**src/rtl/state_array_loader.sv**
```systemverilog
// Serial-to-parallel loader: collects 16 bytes into a 4x4 state array and
// hands the full array downstream with a valid/ready handshake.
module state_array_loader #(
   parameter int COL_MAJOR = 1
) (
   input  logic       clk,
   input  logic       rst_n,
   input  logic       clear,
   input  logic       in_valid,
   input  logic [8:1] in_byte,
   output logic       in_ready,
   output logic       out_valid,
   input  logic       out_ready,
   output logic [8:1] output_array_row1_col1,
   output logic [8:1] output_array_row1_col2,
   output logic [8:1] output_array_row1_col3,
   output logic [8:1] output_array_row1_col4,
   output logic [8:1] output_array_row2_col1,
   output logic [8:1] output_array_row2_col2,
   output logic [8:1] output_array_row2_col3,
   output logic [8:1] output_array_row2_col4,
   output logic [8:1] output_array_row3_col1,
   output logic [8:1] output_array_row3_col2,
   output logic [8:1] output_array_row3_col3,
   output logic [8:1] output_array_row3_col4,
   output logic [8:1] output_array_row4_col1,
   output logic [8:1] output_array_row4_col2,
   output logic [8:1] output_array_row4_col3,
   output logic [8:1] output_array_row4_col4,
   output logic [3:0] byte_count
);

   typedef enum logic {
      ST_LOAD = 1'b0,
      ST_FULL = 1'b1
   } state_t;

   state_t     r_state;
   state_t     w_state_nxt;
   logic [3:0] r_count;
   logic [7:0] r_cell [0:15];   // stored row-major: (row-1)*4 + (col-1)
   logic       w_accept;
   logic [3:0] w_cell_idx;

   assign w_accept = (r_state == ST_LOAD) && in_valid;

   // Map the serial byte index onto the row-major cell storage
   always_comb begin
      w_cell_idx = r_count;
      if (COL_MAJOR != 0) begin
         w_cell_idx = {r_count[1:0], r_count[3:2]};
      end else begin
         w_cell_idx = r_count;
      end
   end

   // Next-state decode
   always_comb begin
      w_state_nxt = r_state;
      case (r_state)
         ST_LOAD: begin
            if (w_accept && (r_count == 4'd15)) begin
               w_state_nxt = ST_FULL;
            end else begin
               w_state_nxt = ST_LOAD;
            end
         end
         ST_FULL: begin
            if (out_ready) begin
               w_state_nxt = ST_LOAD;
            end else begin
               w_state_nxt = ST_FULL;
            end
         end
         default: w_state_nxt = ST_LOAD;
      endcase
   end

   // State register; clear outranks both accept and handoff
   always_ff @(posedge clk or negedge rst_n) begin
      if (!rst_n) begin
         r_state <= ST_LOAD;
      end else if (clear) begin
         r_state <= ST_LOAD;
      end else begin
         r_state <= w_state_nxt;
      end
   end

   // Byte counter and cell storage
   always_ff @(posedge clk or negedge rst_n) begin
      if (!rst_n) begin
         r_count <= 4'd0;
         for (int k = 0; k < 16; k++) begin
            r_cell[k] <= 8'h00;
         end
      end else if (clear) begin
         r_count <= 4'd0;
         for (int k = 0; k < 16; k++) begin
            r_cell[k] <= 8'h00;
         end
      end else if (w_accept) begin
         r_cell[w_cell_idx] <= in_byte;
         r_count            <= r_count + 4'd1;
      end else begin
         r_count <= r_count;
      end
   end

   assign in_ready   = (r_state == ST_LOAD);
   assign out_valid  = (r_state == ST_FULL);
   assign byte_count = r_count;

   assign output_array_row1_col1 = r_cell[0];
   assign output_array_row1_col2 = r_cell[1];
   assign output_array_row1_col3 = r_cell[2];
   assign output_array_row1_col4 = r_cell[3];
   assign output_array_row2_col1 = r_cell[4];
   assign output_array_row2_col2 = r_cell[5];
   assign output_array_row2_col3 = r_cell[6];
   assign output_array_row2_col4 = r_cell[7];
   assign output_array_row3_col1 = r_cell[8];
   assign output_array_row3_col2 = r_cell[9];
   assign output_array_row3_col3 = r_cell[10];
   assign output_array_row3_col4 = r_cell[11];
   assign output_array_row4_col1 = r_cell[12];
   assign output_array_row4_col2 = r_cell[13];
   assign output_array_row4_col3 = r_cell[14];
   assign output_array_row4_col4 = r_cell[15];

endmodule

```
**config.mk**
```make
export PLATFORM = sky130hd
export DESIGN_NAME = state_array_loader
export DESIGN_NICKNAME = d
export VERILOG_FILES = /design/src/rtl/state_array_loader.sv
export SDC_FILE = /design/constraint.sdc
export NUM_CORES = 1
export LEC_CHECK = 0
export CORE_MARGIN = 2
export CORE_UTILIZATION = 54
export CTS_CLUSTER_DIAMETER = 50
export DETAILED_ROUTE_END_ITERATION = 8
export PLACE_DENSITY = 0.85
export SLEW_MARGIN = 40
export SYNTH_ARGS = -nofsm -noshare
export SYNTH_HDL_FRONTEND = slang
export SYNTH_SLANG_ARGS = --single-unit
```
**constraint.sdc**
```tcl
create_clock -name clk -period 4.3 [get_ports clk]
set_input_delay 0.43 -clock clk [delete_from_list [all_inputs] [get_ports clk]]
set_output_delay 0.43 -clock clk [all_outputs]
set_load 0.05 [all_outputs]
```
# --- Yosys cells after proc, flatten, opt, wreduce, memory -nomap -nowiden ---
# Cells that the tools add are included.
totals:
  ff_bits: 133
  latchBits: 0
  ramBits: 0
  rom_bits: 0
  inputBits: 13
  output_inout_bits: 134
  wordCells: 39
  mem_count: 0
classes:
  addsub: 1
  mul: 0
  div: 0
  magnitude_cmp: 2
  eq_ne: 1
  shift: 0
  mux: 11
  bitwise: 2
  n_reduce_logical: 4
ops:
  columns: ["cell", "n"]
  rows:
  - ["$mux W128", 2]
  - ["$bwmux W128", 1]
  - ["$demux W8 S4", 1]
  - ["$mux W4", 2]
  - ["$mux W8", 1]
  - ["$ge A5 B5 Y1 const B", 1]
  - ["$lt A5 B1 Y1 const B", 1]
  - ["$not A4 Y5", 1]
  - ["$add A4 B1 Y4 const B", 1]
  - ["$eq A4 B4 Y1 const B", 1]
  - ["$logic_and A1 B1 Y1", 3]
  - ["$mux W1", 3]
  - ["$pmux W1 S2", 1]
  - ["$reduce_bool A2 Y1", 1]
  - ["$not A1 Y1", 1]

# --- Logic depth before layout (Yosys ltp) ---
# Gate-level depths: netlist of the first run.
logic_depth:
  ltp_word: 8
  ltp_mapped: 5
  depth_no_buf: 5

# --- Worst setup path after synthesis of the first run ---
# Ideal clock, no wire load.
synth_path:
  kind: "flip-flop to flip-flop"
  startpoint: "reg r_count[0] (netlist: byte_count[0])"
  endpoint: "reg r_cell, in the netlist output_array_row4_col1[1]"
  setup_ps: 129
  arrival_time_ps: 1627
  t_required_ps: 4171
  slack_ps: 2544
  stages_incl_launch_ff: 5
  path_buffers: 0
  synth_period_minus_slack_ps: 1756
  path_cell_list: "dfrtp_1 > ha_1 > nor2b_1 > nand2_2 > mux2i_1"
synth_via:
  elab_chain_cells: 8
  elab_cells_between_ends: 9
  cone_classes: "order compare (2); mux (5); bitwise (1); reduce/logical (1)"
synth_lines:
  columns: ["item", "line", "source"]
  rows:
  - ["from (decl)", "40", "logic [3:0] r_count;"]
  - ["from (signal assigned)", "104", "r_count <= r_count + 4'd1;"]
  - ["from (signal assigned)", "106", "r_count <= r_count;"]
  - ["$not A4 Y5 (not written as such) *", "103", "r_cell[w_cell_idx] <= in_byte;"]
  - ["$ge A5 B5 Y1 (not written as such) or $lt A5 B1 Y1 (tied branches)", "103", null]
  - ["$logic_and A1 B1 Y1 (not written as such)", "103", null]
  - ["$mux W8 (not written as such)", "103", null]
  - ["$demux W8 S4 *", "103", null]
  - ["$bwmux W128 *", "103", null]
  - ["$mux W128 *", "102", "end else if (w_accept) begin"]
  - ["$mux W128 *", "97", "end else if (clear) begin"]
  - ["to (signal, indexed assignment)", "103", null]
  - ["to (decl)", "41", "logic [7:0] r_cell [0:15];"]
# Every way passes the cells marked *; elsewhere a longest branch is shown, timed or not. The select of a mux whose other input is x is not followed.
# A chain may end at the register's enable or synchronous reset.

# --- Worst setup path after layout of the first run ---
layout_path:
  startpoint: "reg r_count[2] (netlist: byte_count[2])"
  endpoint: "out byte_count[2]"
layout_rtl:
  columns: ["item", "line", "source"]
  rows:
  - ["to (decl)", "30", "output logic [3:0] byte_count"]
# No word-level cell between the ends.

==> metrics.md, run 1 <==
| Metric | Value |
|---|---|
| Status | `complete, no violations` |
| DRT Wirelength | `15200 microns` |
| CP max stage delay | `920 ps` |
| Congestion Overflow GR | `0` |
| Worst-Skew Late Latency | `410 ps` |
| Die H | `110 microns` |
| Max VDD drop | `0.227 mV` |
| Syn Area/Cell | `12.7 sq um` |
| Number of global-route vias before repair | `4359` |
| Crit path capture type | `primary output` |
| Synth Net Count | `495` |
| Initial DRT Pass Iterations | `4` |
| Clock skew | `11.5 ps` |
| Final setup violating endpoints | `0` |
| Post-CTS resize count | `0` |
| CP Data Required Time | `3870 ps` |
| Die Area | `12100 sq um` |
| Final instance area | `8170 sq um` |
| Commonest non-fill, non-tap cell in the layout | `clkdlybuf4s50_1` |
| Worst setup SP type | `flip-flop` |
| Minimum clock period | `2500 ps` |
| Max Used Layer | `met4` |
| IO Port Bufs | `146` |
| Critical path arrival | `2070 ps` |
| Initial antenna violation count | `0` |
| Critical path, cell by cell | `clkdlybuf4s50_1` |
| Setup Fix Bufs, Post-CTS | `0` |
| CP max stage cell | `clkdlybuf4s50_1` |
| Most frequent cells in the layout | `144 x clkdlybuf4s50_1, 133 x dfrtp_1, 130 x nand2b_1` |
| Post-DP HPWL | `9640 microns` |
| # nets final | `627` |
| GPL Wtd Cong | `0.801` |
| Via count | `4096` |
| Pwr dens | `366 nW/um^2` |
| Die Wd | `110 microns` |
| Largest net degree at the start of global routing | `90` |
| DP Area | `7560 sq um` |
| Worst-Margin Slew | `810 ps` |
| Max-cap violations | `0` |
| Yosys warns | `0` |
| Residual DRC | `0` |
| Clk sinks | `133` |
| Routed wire length on met3 | `1010 microns` |
| Vias per cell | `5.40` |
| Post-Synthesis Cell Area | `6090 sq um` |
| RSZ-0062 raised after global routing | `false` |
| Met2 routed WL | `7350 microns` |
| Type of the tightest min-delay check | `primary input to async pin` |
| CTS tree | `built` |
| CTS root buf | `clkbuf_16` |
| Netlist cell types | `28` |
| M1 WL | `6830 microns` |
| Site row count | `38` |
| Final Hold Violating Endpoints | `0` |
| Antenna Nets Post-Route | `0` |
| Ratio of cells with drive above 1 in the final layout | `0.0937` |
| H-tree depth | `4` |
| Num ports | `147` |
| Starting Density | `0.557` |
| Wire per inst | `20.1 microns` |
| Worst-path fanout max | `14` |
| Antenna cells | `0` |
| TNS Setup | `0 ps` |
| Leak pwr | `4.18 nW` |
| # hold bufs at CTS | `0` |
| Top delay family on crit path | `buffers and inverters` |
| Crit Path Class | `flip-flop to primary output` |
| Core area | `10900 sq um` |
| Drt first-iter violations | `159` |
| Synthesized flop and latch total | `133` |
| Clock-pin slew on the worst setup and hold paths | `50 ps` |
| Area grow syn2layout | `34.2%` |
| Inserted Clock Buffers | `17` |
| Max-slew violations | `0` |
| First-pass GRT wire length | `23800 microns` |
| Fin crit share | `0.580` |
| Max Buffers Root-to-Sink | `2` |
| Peak Freq | `401 MHz` |
| Sequential-to-total area share from yosys stat | `0.547` |
| Worst relative slew slack | `0.460` |
| Syn Inst Count | `478` |
| Number of buffers and inverters on the critical path | `1` |
| Gr usage total | `0.265` |
## kinds of logic (layout without fill, tap and decap cells)
kind of cell,after synthesis,after routing,synth area share
compound gates,1,1,0.000822
flops,133,133,0.547
xor+xnor,2,2,0.00288
simple gates,168,168,0.193
mux,130,130,0.214
buf+inv,40,181,0.0341
fa+ha+maj,4,4,0.00822
## final timing paths
kind                                      startpoint                        end  slack (ps)  cells past startpoint
max                                    byte_count[2]              byte_count[2]        1800                      1
min                                            rst_n  output_array_row2_col2[8]          80                      1
max reg2reg                                out_valid  output_array_row4_col4[6]        2370                      4
min reg2reg                output_array_row2_col2[1]  output_array_row2_col2[1]         540                      2
max in group asynchronous                      rst_n  output_array_row3_col3[5]        3140                      2
min in group clk           output_array_row2_col2[1]  output_array_row2_col2[1]         540                      2
## flip-flops by register name, summed over array words and instances, names as in the netlist
register	count
byte_count	4
out_valid	1
output_array_row1_col1	8
output_array_row1_col2	8
output_array_row1_col3	8
output_array_row1_col4	8
output_array_row2_col1	8
output_array_row2_col2	8
output_array_row2_col3	8
output_array_row2_col4	8
output_array_row3_col1	8
output_array_row3_col2	8
output_array_row3_col3	8
output_array_row3_col4	8
output_array_row4_col1	8
output_array_row4_col2	8
output_array_row4_col3	8
output_array_row4_col4	8
## per-stage QoR
step,hold WS [ps],utilization,power (mW),worst slack [ps],std cells
6_report,81.8,0.747,2.99,1800,759
5_1_grt,128,0.747,3.08,1720,759
4_1_cts,128,0.746,3.01,1780,759
3_5_place_dp,534,0.692,1.54,1930,731
3_3_place_gp,530,0.691,1.54,2000,731
2_1_floorplan,134,-,1.45,2540,478
## metal layers
| layer | vias to the layer above | global-route usage |
|---|---|---|
| met3 | 4 | 0.0841 |
| met4 | 0 | 0.0625 |
| li1 | 1848 | - |
| met5 | - | 0 |
| met2 | 127 | 0.428 |
| met1 | 2117 | 0.352 |
## area by class of cell
class	instances	area, sq um
inverter	3	11.3
tap	140	175
multi-input combinational	305	2560
clock buffer	24	502
sequential	133	3330
clock inverter	4	95.1
timing repair buffer	150	1490
fill	771	2770
## where the power goes
group	switching (mW)	total, mW	internal [mW]	leakage, nW
Sequential	0.0120	1.28	1.27	1.85
Clock	0.489	1.46	0.976	0.294
Combinational	0.161	0.242	0.0809	2.04
## cell usage after synthesis
library cell	count	area, sq um
nand2b_1	136	851
ha_1	4	50.1
or2b_1	1	7.51
and4_4	1	11.3
a21oi_1	1	5.00
nor2b_1	3	18.8
xnor2_1	1	8.76
nor2b_2	1	8.76
nand4_1	2	12.5
nand3_4	7	123
nor2_1	4	15.0
mux2i_1	129	1290
buf_2	15	75.1
nand3b_1	1	7.51
buf_12	1	20.0
nor3b_4	1	18.8
dfrtp_1	133	3330
nor2_2	1	6.26
inv_1	3	11.3
and2b_1	2	15.0
mux2_2	1	11.3
nand4_2	3	37.5
buf_4	2	15.0
xor2_1	1	8.76
buf_6	2	22.5
clkbuf_1	17	63.8
nand2_2	2	12.5
nand3_2	3	30.0
Power figures use the tool's default switching activity.
==> run 2, diff against run 1 <==
--- a/config.mk
+++ b/config.mk
@@ -6,10 +6,10 @@
 export NUM_CORES = 1
 export LEC_CHECK = 0
 export CORE_MARGIN = 2
-export CORE_UTILIZATION = 54
+export CORE_UTILIZATION = 50
 export CTS_CLUSTER_DIAMETER = 50
 export DETAILED_ROUTE_END_ITERATION = 8
-export PLACE_DENSITY = 0.85
+export PLACE_DENSITY = 0.8
 export SLEW_MARGIN = 40
 export SYNTH_ARGS = -nofsm -noshare
 export SYNTH_HDL_FRONTEND = slang
==> constraint.sdc (replaced) <==
create_clock -name clk -period 2.6 [get_ports clk]
set_input_delay 0.26 -clock clk [delete_from_list [all_inputs] [get_ports clk]]
set_output_delay 0.26 -clock clk [all_outputs]
set_load 0.05 [all_outputs]
==> run 2 against run 1 <==
- sequential cell count stayed put
- via count up 1.2%
- non-clock buffer count grew 6
- utilization is 6.1 points lower
- power up 61%
- die area is 7.7% higher
- global-route usage down 2.4 points
- design area rose by 0.47%
- largest power group unchanged
- highest routed layer unchanged
==> metrics.md, run 2 (synthesized netlist as in run 1, its figures left out) <==
| Metric | Value |
|---|---|
| Drt first-iter violations | `311` |
| Busiest layer in global routing | `met2` |
| Worst path depth | `1` |
| Multi-input logic area | `2560 sq um` |
| Max-slew violations | `0` |
| Crit Path Class | `flip-flop to primary output` |
| Commonest non-fill, non-tap cell in the layout | `clkdlybuf4s50_1` |
| Fin crit share | `0.887` |
| TNS Setup | `0 ps` |
| GPL Wtd Cong | `0.777` |
| First-pass GRT wire length | `23900 microns` |
| Num ports | `147` |
| Die H | `114 microns` |
| Clock-pin slew on the worst setup and hold paths | `60 ps` |
| Core area | `12000 sq um` |
| Crit path capture | `byte_count[3]` |
| Crit path capture type | `primary output` |
| Worst relative slew slack | `0.421` |
| Site row count | `40` |
| Cells after DPL | `743` |
| IO Port Bufs | `146` |
| Antenna Nets Post-Route | `0` |
| CTS tree | `built` |
| Max VDD drop | `0.396 mV` |
| Max Buffers Root-to-Sink | `2` |
| Sequential cell area | `3330 sq um` |
| Met1 Resource Use GR | `0.332` |
| Psw | `1.22 mW` |
| Status | `complete, no violations` |
| Area grow syn2layout | `34.8%` |
| DP Area | `7630 sq um` |
| Worst-path fanout max | `15` |
| DRT Wirelength | `14900 microns` |
| Critical path, cell by cell | `clkdlybuf4s50_1` |
| Initial antenna violation count | `0` |
| Post-CTS resize count | `0` |
| Met3 GRT Util | `0.0625` |
| Worst R2R Path Depth | `4` |
| Congestion Overflow GR | `0` |
| Clock skew | `9.78 ps` |
| CP max stage cell | `clkdlybuf4s50_1` |
| Die Wd | `114 microns` |
| Peak Freq | `434 MHz` |
| Clk sinks | `133` |
| Inserted Clock Buffers | `17` |
| Wire per inst | `19.2 microns` |
| Worst-Skew Late Latency | `420 ps` |
| Post-DP HPWL | `9670 microns` |
| Launching point of the worst reg2reg path | `out_valid` |
| # nets final | `633` |
| Top delay family on crit path | `buffers and inverters` |
| Vias per cell | `5.34` |
| Largest net degree at the start of global routing | `107` |
| FF-to-FF setup slack | `770 ps` |
| CP max stage delay | `920 ps` |
| Final Hold Violating Endpoints | `0` |
| Max-cap violations | `0` |
| Die Area | `13100 sq um` |
| # hold bufs at CTS | `1` |
| Most frequent cells in the layout | `144 x clkdlybuf4s50_1, 133 x dfrtp_1, 132 x nand2b_1` |
| Via count | `4147` |
| Residual DRC | `0` |
| Clk pwr share | `0.475` |
| H-tree depth | `4` |
| RSZ-0062 raised after global routing | `false` |
| Ratio of cells with drive above 1 in the final layout | `0.105` |
| Initial DRT Pass Iterations | `4` |
| Starting Density | `0.509` |
| Worst-Margin Slew | `868 ps` |
| Filler Cell Count | `870` |
| Final std cells w/o fill | `776` |
| Type of the tightest min-delay check | `primary input to async pin` |
| Number of buffers and inverters on the critical path | `1` |
| Leak pwr | `4.19 nW` |
| CP startpoint | `byte_count[3]` |
| Sw frac | `0.254` |
| CTS root buf | `clkbuf_16` |
| Setup Fix Bufs, Post-CTS | `0` |
| Sequential Power Share | `0.440` |
| Met2 Track Usage GR | `0.375` |
| Final setup violating endpoints | `0` |
| Gr usage total | `0.241` |
| Share of power burned in combinational logic | `0.085` |
| Number of global-route vias before repair | `4357` |
| Pwr dens | `586 nW/um^2` |
| R2R Path End | `output_array_row4_col4[1]` |
| Final instance area | `8210 sq um` |
| Critical path arrival | `2050 ps` |
| CP Data Required Time | `2340 ps` |
| Pint | `3.59 mW` |
| Minimum clock period | `2310 ps` |
| Worst setup SP type | `flip-flop` |
| Antenna cells | `0` |
-- run 2: cell count changes in the layout (fill, tap and decap cells not counted), moves of 2 or more --
cell        previous run  this run
inv_6                  0         4
nand2b_1             130       132
bufinv_16              3         1
clkinvlp_4             0         4
buf_4                  4         8
nand2b_2               6         4
buf_12                 0         2
clkbuf_8               6         1
clkinv_4               0         2
-- run 2: metal layers --
metal | up-vias | routed length (microns) | part of all wire
met3 | 18 | 875 | 0.059
met5 | - | 0 | 0
met1 | 2129 | 6790 | 0.46
met4 | 0 | 208 | 0.014
met2 | 133 | 7020 | 0.47
li1 | 1867 | - | -
-- run 2: stage by stage --
step                      worst slack [ps]  power (mW)  utilization  hold slack (ps)
after floorplan                        844        2.40            -            -35.6
after global placement                 504        2.55        0.637              333
after detailed placement               425        2.56        0.638              336
after CTS                              271        4.84        0.686              441
after global routing                   196        4.96        0.686              484
final                                  294        4.81        0.686              417
-- run 2: final cells by class --
| class | instances | area share |
|---|---|---|
| Timing Repair Buffer | 156 | 0.190 |
| Multi-Input combinational cell | 305 | 0.312 |
| Sequential cell | 133 | 0.406 |
| Inverter | 3 | 0.00137 |
| Clock buffer | 19 | 0.0540 |
| Tap cell | 147 | 0.0224 |
| Clock inverter | 13 | 0.0149 |
-- run 2: worst min path at each step --
stage                     slack [ps]  depth (start not counted)                        end
after floorplan                  -40                          0              byte_count[0]
after global placement           330                          1  output_array_row2_col2[6]
after detailed placement         340                          1  output_array_row2_col3[8]
after CTS                        440                          2  output_array_row2_col3[8]
after global routing             480                          2  output_array_row2_col3[8]
final                            420                          2  output_array_row2_col3[8]
-- run 2: worst register-to-register path: stages (launching register included) --
cell	delay (ps)
dfrtp_1	460
nor2b_2	250
buf_4	190
nand4_1	500
mux2i_1	350
-- run 2: power by group through the flow --
stage | sequential (mW) | combinational (mW) | clock [mW]
6_report | 2.11 | 0.410 | 2.28
5_1_grt | 2.12 | 0.437 | 2.41
4_1_cts | 2.11 | 0.416 | 2.31
3_5_place_dp | 2.15 | 0.412 | 0
3_3_place_gp | 2.15 | 0.404 | 0
2_1_floorplan | 2.23 | 0.169 | 0
==> run 3, diff against run 2 <==
--- a/config.mk
+++ b/config.mk
@@ -10,7 +10,7 @@
 export CTS_CLUSTER_DIAMETER = 50
 export DETAILED_ROUTE_END_ITERATION = 8
 export PLACE_DENSITY = 0.8
-export SLEW_MARGIN = 40
+export SLEW_MARGIN = 20
 export SYNTH_ARGS = -nofsm -noshare
 export SYNTH_HDL_FRONTEND = slang
 export SYNTH_SLANG_ARGS = --single-unit
==> constraint.sdc (replaced) <==
create_clock -name clk -period 2.4 [get_ports clk]
set_input_delay 0.24 -clock clk [delete_from_list [all_inputs] [get_ports clk]]
set_output_delay 0.24 -clock clk [all_outputs]
set_load 0.05 [all_outputs]
==> run 3 against run 2 <==
- clock power increased by 8%
- first-iteration DRC count decreased by 20%
- clock skew increased by 2.6 ps
- non-clock buffer count increased by 5
- utilization increased by 0.22 points
- setup slack improved by 110 ps
- sequential power increased by 9%
==> metrics.md, run 3 (synthesized netlist as in run 1, its figures left out) <==
| Metric | Value |
|---|---|
| First-pass GRT wire length | `24200 microns` |
| Commonest non-fill, non-tap cell in the layout | `clkdlybuf4s50_1` |
| Status | `complete, no violations` |
| Drt first-iter violations | `248` |
| Crit path capture type | `primary output` |
| Post-CTS resize count | `0` |
| Via count | `4151` |
| TNS Setup | `0 ps` |
| CTS tree | `built` |
| Largest net degree at the start of global routing | `91` |
| Max-cap violations | `0` |
| Congestion Overflow GR | `0` |
| Type of the tightest min-delay check | `primary input to flip-flop` |
| Worst-path fanout max | `6` |
| Worst-Margin Slew | `921 ps` |
| Worst-Skew Late Latency | `420 ps` |
| Clock skew | `12.4 ps` |
| Core area | `12000 sq um` |
| Die H | `114 microns` |
| Inserted Clock Buffers | `17` |
| # nets final | `638` |
| Fin crit share | `0.831` |
| Vias per cell | `5.31` |
| CP Data Required Time | `2160 ps` |
| H-tree depth | `4` |
| Area grow syn2layout | `35.3%` |
| PnR worst setup slack | `406 ps` |
| Initial antenna violation count | `0` |
| Post-DP HPWL | `9960 microns` |
| Wire per inst | `19.5 microns` |
| Max VDD drop | `0.433 mV` |
| IO Port Bufs | `146` |
| Gr usage total | `0.246` |
| Critical path, cell by cell | `clkdlybuf4s50_1` |
| Minimum clock period | `1990 ps` |
| DRT Wirelength | `15200 microns` |
| Die Area | `13100 sq um` |
| Pwr dens | `633 nW/um^2` |
| Die Wd | `114 microns` |
| Max-slew violations | `0` |
| Number of global-route vias before repair | `4387` |
| Setup Slack @ Placement | `423 ps` |
| CP max stage cell | `clkdlybuf4s50_1` |
| Starting Density | `0.509` |
| Critical path arrival | `1750 ps` |
| Worst relative slew slack | `0.386` |
| Antenna cells | `0` |
| Crit Path Class | `flip-flop to primary output` |
| Worst setup SP type | `flip-flop` |
| Ratio of cells with drive above 1 in the final layout | `0.106` |
| Final Hold Violating Endpoints | `0` |
| CTS root buf | `clkbuf_16` |
| Max Buffers Root-to-Sink | `2` |
| Leak pwr | `4.22 nW` |
| Top delay family on crit path | `buffers and inverters` |
| Peak Freq | `502 MHz` |
| Most frequent cells in the layout | `144 x clkdlybuf4s50_1, 136 x nand2b_1, 133 x dfrtp_1` |
| Clock-pin slew on the worst setup and hold paths | `60 ps` |
| RSZ-0062 raised after global routing | `false` |
| Clk sinks | `133` |
| Hold WS | `334 ps` |
| Residual DRC | `0` |
| Site row count | `40` |
| CP max stage delay | `870 ps` |
| Num ports | `147` |
| Antenna Nets Post-Route | `0` |
| Number of buffers and inverters on the critical path | `1` |
| GPL Wtd Cong | `0.795` |
| Initial DRT Pass Iterations | `4` |
| Final setup violating endpoints | `0` |
-- run 3: what timing repair did --
item	4_1_cts	5_1_grt
endpoints found under the hold margin	38	0
hold buffers	1	0
endpoints found under the setup margin	0	0
buffers inserted	0	0
-- run 3: path summary, 6_finish.rpt --
kind                       cells after the start                      start                        end  slack (ps)
hold reg to reg                                2  output_array_row3_col3[4]  output_array_row3_col3[4]         540
hold / removal                                 3                      clear  output_array_row4_col3[8]         330
setup reg to reg                               4              byte_count[0]  output_array_row4_col1[7]         670
max in group asynchronous                      3                      rst_n  output_array_row3_col2[3]        1280
setup / recovery                               1                  out_valid                  out_valid         410
min in group asynchronous                      2                      rst_n  output_array_row2_col2[5]         370
-- run 3: area by class of cell --
cell class	count	area, sq um
fill	895	3730
sequential	133	3330
multi-input combinational	305	2550
inverter	3	11.3
clock inverter	13	121
timing repair buffer	161	1590
clock buffer	19	443
tap	147	184
-- run 3: stage by stage --
stage / instances / power, mW / instance area, sq um / utilization
3_5_place_dp: 748 / 2.78 / 7660 / 0.640
6_report: 781 / 5.21 / 8230 / 0.688
2_1_floorplan: 478 / 2.60 / 6090 / -
4_1_cts: 781 / 5.25 / 8230 / 0.688
5_1_grt: 781 / 5.38 / 8230 / 0.688
3_3_place_gp: 748 / 2.77 / 7660 / 0.640
-- run 3: where the power goes --
part	leakage (nW)	switching (mW)	internal, mW	total [mW]
clock network	0.275	1.01	1.46	2.47
logic	2.10	0.294	0.156	0.450
registers	1.85	0.0202	2.27	2.29
total	4.22	1.32	3.89	5.21
-- run 3: routing by layer --
| layer | vias to the layer above | track usage | wire [microns] |
|---|---|---|---|
| met4 | 0 | 0.0789 | 197 |
| met1 | 2122 | 0.342 | 6990 |
| met2 | 136 | 0.379 | 7170 |
| met5 | - | 0 | 0 |
| met3 | 16 | 0.0662 | 882 |
| li1 | 1877 | - | - |
